## config.mk

```make
export PLATFORM = sky130hd
export DESIGN_NAME = veerwolf_sevseg
export DESIGN_NICKNAME = d
export VERILOG_FILES = /design/src/rtl/veerwolf_sevseg_pkg.sv /design/src/rtl/veerwolf_sevseg_decoder.sv /design/src/rtl/veerwolf_sevseg.sv
export SDC_FILE = /design/constraint.sdc
export NUM_CORES = 1
export LEC_CHECK = 0
export CAP_MARGIN = 20
export CORE_ASPECT_RATIO = 0.8
export CORE_MARGIN = 1.5
export CORE_UTILIZATION = 55
export CTS_CLUSTER_DIAMETER = 120
export DETAILED_ROUTE_END_ITERATION = 10
export PLACE_DENSITY_LB_ADDON = 0.15
export SETUP_SLACK_MARGIN = 0.05
export SYNTH_ARGS = -nofsm -noshare
export SYNTH_HDL_FRONTEND = slang
export SYNTH_SLANG_ARGS = --single-unit
```

## constraint.sdc

```tcl
create_clock -name i_clk -period 4.8 [get_ports i_clk]
set_clock_uncertainty 0.2 [all_clocks]
set_input_delay 0.72 -clock i_clk [delete_from_list [all_inputs] [get_ports i_clk]]
set_output_delay 0.72 -clock i_clk [all_outputs]
set_load 0.02 [all_outputs]
```

## src/rtl/veerwolf_sevseg_pkg.sv

```systemverilog
// rtl/veerwolf_sevseg_pkg.sv - register offsets, glyph table and parameter checks for the seven-segment scanner
package veerwolf_sevseg_pkg;

   localparam logic [4:0] ADR_ENABLE    = 5'h00;
   localparam logic [4:0] ADR_DIGITS_LO = 5'h04;
   localparam logic [4:0] ADR_DIGITS_HI = 5'h08;
   localparam logic [4:0] ADR_DP        = 5'h0C;
   localparam logic [4:0] ADR_BRIGHT    = 5'h10;
   localparam logic [4:0] ADR_BLINK     = 5'h14;

   // Active-low {a,b,c,d,e,f,g}, segment a in bit 6; entry 15 first.
   localparam logic [15:0][6:0] SEG_GLYPHS = {
      7'b0111000,  // F
      7'b0110000,  // E
      7'b1000010,  // d
      7'b0110001,  // C
      7'b1100000,  // b
      7'b0001000,  // A
      7'b0000100,  // 9
      7'b0000000,  // 8
      7'b0001111,  // 7
      7'b0100000,  // 6
      7'b0100100,  // 5
      7'b1001100,  // 4
      7'b0000110,  // 3
      7'b0010010,  // 2
      7'b1001111,  // 1
      7'b0000001   // 0
   };

   function automatic bit n_digits_legal(input int n);
      return (n >= 1) && (n <= 16);
   endfunction

   // Byte-lane write merge; mask clears bits that do not exist in the register.
   function automatic logic [31:0] merge_bytes(input logic [31:0] cur, input logic [31:0] dat,
                                               input logic [3:0] sel, input logic [31:0] mask);
      logic [31:0] lane;
      for (int b = 0; b < 4; b++) lane[8*b +: 8] = {8{sel[b]}};
      return (cur & ~(lane & mask)) | (dat & lane & mask);
   endfunction

endpackage

```

## src/rtl/veerwolf_sevseg_decoder.sv

```systemverilog
// rtl/veerwolf_sevseg_decoder.sv - combinational hex nibble to active-low seven-segment decoder
module sevseg_decoder
   import veerwolf_sevseg_pkg::*;
(
   input  logic [3:0] nibble,
   output logic [6:0] seg
);

   assign seg = SEG_GLYPHS[nibble];

endmodule

```

## src/rtl/veerwolf_sevseg.sv

```systemverilog
// rtl/veerwolf_sevseg.sv - Wishbone multiplexed seven-segment scanner; blink feature under VEERWOLF_SEVSEG_BLINK_EN
module veerwolf_sevseg
   import veerwolf_sevseg_pkg::*;
#(
   parameter int N_DIGITS   = 8,
   parameter int SCAN_DIV_W = 18,
   parameter int BLINK_W    = 6
) (
   input  logic                i_clk,
   input  logic                i_rst,
   input  logic [4:0]          i_wb_adr,
   input  logic [31:0]         i_wb_dat,
   input  logic [3:0]          i_wb_sel,
   input  logic                i_wb_we,
   input  logic                i_wb_cyc,
   input  logic                i_wb_stb,
   output logic [31:0]         o_wb_rdt,
   output logic                o_wb_ack,
   output logic [N_DIGITS-1:0] o_an,
   output logic [6:0]          o_seg,
   output logic                o_dp
);

   localparam int               IDX_W    = (N_DIGITS > 1) ? $clog2(N_DIGITS) : 1;
   localparam logic [31:0]      DIG_MASK = 32'((64'd1 << N_DIGITS) - 64'd1);
   localparam logic [31:0]      HI_MASK  = (N_DIGITS > 8) ? 32'hFFFF_FFFF : 32'h0;
   localparam logic [IDX_W-1:0] IDX_LAST = IDX_W'(N_DIGITS - 1);

   if (!n_digits_legal(N_DIGITS) || (SCAN_DIV_W < 4)) begin : g_param_check
      $error("veerwolf_sevseg: illegal N_DIGITS or SCAN_DIV_W");
   end

   logic [31:0] enable_r, digits_lo_r, digits_hi_r, dp_r, bright_r, blink_r;
   logic [31:0] rd_data;
   logic [4:0]  reg_off;
   logic        bus_req;
   logic        unused_adr;

   assign reg_off    = {i_wb_adr[4:2], 2'b00};
   assign bus_req    = i_wb_cyc & i_wb_stb & ~o_wb_ack;
   assign unused_adr = ^i_wb_adr[1:0];

   always_comb begin
      rd_data = 32'h0;
      case (reg_off)
         ADR_ENABLE:    rd_data = enable_r;
         ADR_DIGITS_LO: rd_data = digits_lo_r;
         ADR_DIGITS_HI: rd_data = digits_hi_r;
         ADR_DP:        rd_data = dp_r;
         ADR_BRIGHT:    rd_data = bright_r;
         ADR_BLINK:     rd_data = blink_r;
         default:       rd_data = 32'h0;
      endcase
   end

   // Ack rises one clock after the request and is never held for two clocks.
   always_ff @(posedge i_clk) begin
      if (i_rst) begin
         o_wb_ack    <= 1'b0;
         o_wb_rdt    <= 32'h0;
         enable_r    <= 32'h0;
         digits_lo_r <= 32'h0;
         digits_hi_r <= 32'h0;
         dp_r        <= 32'h0;
         bright_r    <= 32'h0;
      end else begin
         o_wb_ack <= bus_req;
         o_wb_rdt <= bus_req ? rd_data : 32'h0;
         if (bus_req && i_wb_we) begin
            case (reg_off)
               ADR_ENABLE:    enable_r    <= merge_bytes(enable_r, i_wb_dat, i_wb_sel, DIG_MASK);
               ADR_DIGITS_LO: digits_lo_r <= merge_bytes(digits_lo_r, i_wb_dat, i_wb_sel, 32'hFFFF_FFFF);
               ADR_DIGITS_HI: digits_hi_r <= merge_bytes(digits_hi_r, i_wb_dat, i_wb_sel, HI_MASK);
               ADR_DP:        dp_r        <= merge_bytes(dp_r, i_wb_dat, i_wb_sel, DIG_MASK);
               ADR_BRIGHT:    bright_r    <= merge_bytes(bright_r, i_wb_dat, i_wb_sel, 32'h0000_000F);
               default:       ;
            endcase
         end
      end
   end

   logic [SCAN_DIV_W-1:0] presc;
   logic [IDX_W-1:0]      idx;
   logic [3:0]            idx4;
   logic                  slot_end, frame_end;

   assign idx4      = 4'(idx);
   assign slot_end  = &presc;
   assign frame_end = slot_end && (idx == IDX_LAST);

   always_ff @(posedge i_clk) begin
      if (i_rst) begin
         presc <= '0;
         idx   <= '0;
      end else begin
         presc <= presc + 1'b1;
         if (slot_end) idx <= frame_end ? '0 : idx + 1'b1;
      end
   end

   logic blink_gate;

`ifdef VEERWOLF_SEVSEG_BLINK_EN
   logic [BLINK_W-1:0] frame_cnt;
   logic               blink_phase;

   always_ff @(posedge i_clk) begin
      if (i_rst) begin
         blink_r     <= 32'h0;
         frame_cnt   <= '0;
         blink_phase <= 1'b0;
      end else begin
         if (bus_req && i_wb_we && (reg_off == ADR_BLINK))
            blink_r <= merge_bytes(blink_r, i_wb_dat, i_wb_sel, DIG_MASK);
         if (frame_end) begin
            frame_cnt <= frame_cnt + 1'b1;
            if (&frame_cnt) blink_phase <= ~blink_phase;
         end
      end
   end

   assign blink_gate = blink_r[idx4] & blink_phase;
`else
   assign blink_r    = 32'h0;
   assign blink_gate = 1'b0;
`endif

   logic [63:0]         digits_all;
   logic [3:0]          nibble;
   logic [6:0]          seg_next;
   logic [N_DIGITS-1:0] an_next;
   logic                digit_on;

   assign digits_all = {digits_hi_r, digits_lo_r};
   assign nibble     = digits_all[{idx4, 2'b00} +: 4];
   assign digit_on   = enable_r[idx4] && (presc[SCAN_DIV_W-1 -: 4] <= bright_r[3:0]) && !blink_gate;

   always_comb begin
      an_next = '1;
      if (digit_on) an_next[idx] = 1'b0;
   end

   sevseg_decoder u_decoder (
      .nibble (nibble),
      .seg    (seg_next)
   );

   // All pins update on one edge so segments never ghost onto the neighbouring digit.
   always_ff @(posedge i_clk) begin
      if (i_rst) begin
         o_an  <= '1;
         o_seg <= 7'b0000001;
         o_dp  <= 1'b1;
      end else begin
         o_an  <= an_next;
         o_seg <= seg_next;
         o_dp  <= ~dp_r[idx4];
      end
   end

endmodule
```

==> impl_metrics.json <==
{
  "clock_sinks": 122,
  "hold_viol": 0,
  "io-pin-count": 95,
  "grt_use_met1": 0.3378,
  "synthFlopType": "dfxtp_1",
  "num_vias": 4237,
  "core_um2": 9115,
  "cts.repair.resized": 0,
  "switching_share": 0.2148,
  "synth-async-reset-ratio": 0,
  "crit_type": "flop to flop",
  "rows": 31,
  "peakVddDrop_v": 0.0002659,
  "h-tree-depth": 4,
  "power_frac_comb": 0.036,
  "clk_latency_ns": 0.41,
  "gr-usage-met3": 0.06811,
  "hold_buffers": 0,
  "ant_nets": 0,
  "setup_viol": 0,
  "postSynthRegisterBits": 122,
  "ys_warn_count": 0,
  "p_leak_nw": 2.495,
  "grt_pass1_wl_um": 20420,
  "fin_crit_ns": 3.202,
  "hold_path_class": "flop to flop",
  "grt_max_degree": 83,
  "worst_pin_slew_ns": 1.084,
  "met2_usage": 0.4070,
  "drive_gt1_frac": 0.08257,
  "cp.required_ns": 4.89,
  "final_core_util": 0.7301,
  "grt_pass1_vias": 4173,
  "dp_hpwl_um": 8374,
  "ys_types": 54,
  "cts_root_buffer": "clkbuf_16",
  "drv_cap": 0,
  "numCtsBuffers": 17,
  "die-area_um2": 10000,
  "busiest_layer": "met2",
  "syn-cell-area_um2": 5175,
  "synth_area_leaders": "dfxtp_1 47%, mux2i_1 10%, nor2_1 5.8%",
  "port_buffers": 92,
  "clk_pin_slew_ns": 0.06,
  "syn_nets": 618,
  "fill_cells": 684,
  "synth_enable_flop_cells": 0,
  "drt-initial-drc-count": 242,
  "intPower_w": 0.001815,
  "n_antenna_cell": 0,
  "min_period_over_period": 0.6671,
  "avgRoutedWirePerCell_um": 15.90,
  "routed_via_density": 5.510,
  "overflow": 0,
  "startpoint_type": "flop",
  "synth.top_cell.area_share": 0.4720,
  "p_per_area_nw_per_um2": 347.3,
  "synthAdderAreaFrac": 0.03143,
  "cts.path.max_buffers": 2,
  "antenna_found_initial": 0,
  "slew_headroom": 0.2762,
  "wl_um": 12230,
  "synth.avg_cell_area_um2": 9.258,
  "grt.total_usage": 0.2553,
  "muxShareOfSynthArea": 0.1134,
  "power_switching_w": 0.0004964,
  "pwr-share-seq": 0.442,
  "drt_first_pass_iters": 5,
  "fin_nets": 701,
  "synth_largest_area_cell": "dfxtp_1",
  "place_congestion": 0.7828,
  "synth_top_family_by_area": "simple AND/OR/NAND/NOR gates",
  "initial_utilization": 0.5677,
  "crit_path_end_kind": "flop",
  "remaining_drc_errors": 0,
  "synth-simple-area-share": 0.2336,
  "pwr-share-clk": 0.522,
  "fmax_ghz": 0.3123,
  "synth-xor-area-share": 0.02708,
  "rsz0062_at_grt": "false",
  "final_max_slew_viol_count": 0,
  "cts_tree": "built",
  "synth_cells": 559,
  "status": "completed",
  "postCtsSetupBuffers": 0,
  "cp.arrival_ns": 3.30,
  "ys_seq_area_frac": 0.4720,
  "dieWidth_um": 111.5,
  "area.growth.synth_to_final_pct": 28.60,
  "synth-compound-area-share": 0.08341,
  "dieHeight_um": 89.76,
  "setup_tns_ns": 0,
  "crit_fanout": 25
}
## critical path, stage by stage (launching register included)
cell and delay [ns]:
dfxtp_1 1.03, mux2i_1 0.29, nor2_1 0.05, o21ai_0 0.19
nand3_1 0.28, inv_1 0.24, ha_1 0.17, nor2b_1 0.19
a211oi_1 0.08, a311oi_1 0.34
## per-layer routing
| metal | vias to the layer above | share of wire |
|---|---|---|
| met5 | - | 0 |
| met4 | 0 | 0.013 |
| met3 | 16 | 0.063 |
| met2 | 131 | 0.47 |
| met1 | 2012 | 0.46 |
| li1 | 2078 | - |
## power groups by stage
stage | combinational, W | sequential, W | clock (W)
after floorplan | 0.0000348 | 0.00104 | 0
after global placement | 0.0000813 | 0.00104 | 0
after detailed placement | 0.0000818 | 0.00104 | 0
after CTS | 0.0000833 | 0.00102 | 0.00122
after global routing | 0.0000898 | 0.00102 | 0.00126
final | 0.0000833 | 0.00102 | 0.00121
## per-stage QoR
step                      hold slack (ns)  setup WS, ns  std cells  total power [W]  cell area (um2)
after floorplan                    0.2302         2.546        559         0.001078             5175
after global placement             0.2424         1.272        738         0.001124             6096
after detailed placement           0.2607         1.285        738         0.001125             6096
final                              0.2731         1.598        769         0.002311             6655
after CTS                          0.2744         1.599        769         0.002321             6655
after global routing               0.2839         1.386        769         0.002373             6655
## cell type report
type | count | area (um2) | area share
sequential | 122 | 2442 | 0.3670
timing repair buffer | 95 | 938.4 | 0.1410
tap | 115 | 143.9 | 0.02162
clock inverter | 13 | 130.1 | 0.01955
clock buffer | 18 | 429.2 | 0.06449
multi-input combinational | 395 | 2530 | 0.3801
inverter | 11 | 41.29 | 0.006204
## synth_stat cells (2+ instances only)
master,number
o21a_1,3
nand2_1,46
o211ai_1,2
and2_1,25
buf_6,4
nand4b_1,2
nor2b_1,6
buf_2,12
nor4_4,2
a31oi_1,6
nand3b_1,4
mux2_2,4
nor2_1,80
and3_1,7
xor2_1,5
clkbuf_1,15
inv_2,2
nand4_1,2
o21ai_1,5
nand3_1,39
a21oi_1,38
nand2b_1,7
ha_1,13
dfxtp_1,122
nor3_1,3
xnor2_1,11
o22a_1,2
inv_1,9
nand3_2,2
o21ai_0,3
mux2i_1,53
nor3b_1,3
## cells by family after synthesis
kind of cell / after synthesis
xor gates and xnor gates: 16
muxes: 58
AOI/OAI and AO/OA: 69
buffers and inverters: 42
DFF: 122
and+or+nand+nor: 239
adders and majority gates: 13
## path summary, 6_finish.rpt
kind	slack, ns	start	endpoint	cells after the start
hold reg to reg	0.27	flop	flop	2
hold / removal	0.27	flop	flop	2
setup / recovery	1.60	idx[1]$_SDFFE_PP0P_	o_seg[3]$_SDFF_PP0_	9
setup reg to reg	1.60	idx[1]$_SDFFE_PP0P_	o_seg[3]$_SDFF_PP0_	9
## cell usage in the layout (no fill, tap or decap), types with 4 or more instances in the layout
master           count
a21oi_1             38
a31oi_1              6
and2_1              25
and3_1               7
clkbuf_16           17
clkdlybuf4s50_1     91
clkinv_2             6
dfxtp_1            122
ha_1                13
inv_1                9
mux2_2               4
mux2i_1             53
nand2_1             46
nand2b_1             7
nand3_1             39
nand3b_1             4
nor2_1              80
nor2b_1              6
o21ai_1              5
xnor2_1             11
xor2_1               5
No activity file was read; power rests on OpenSTA's default activity.
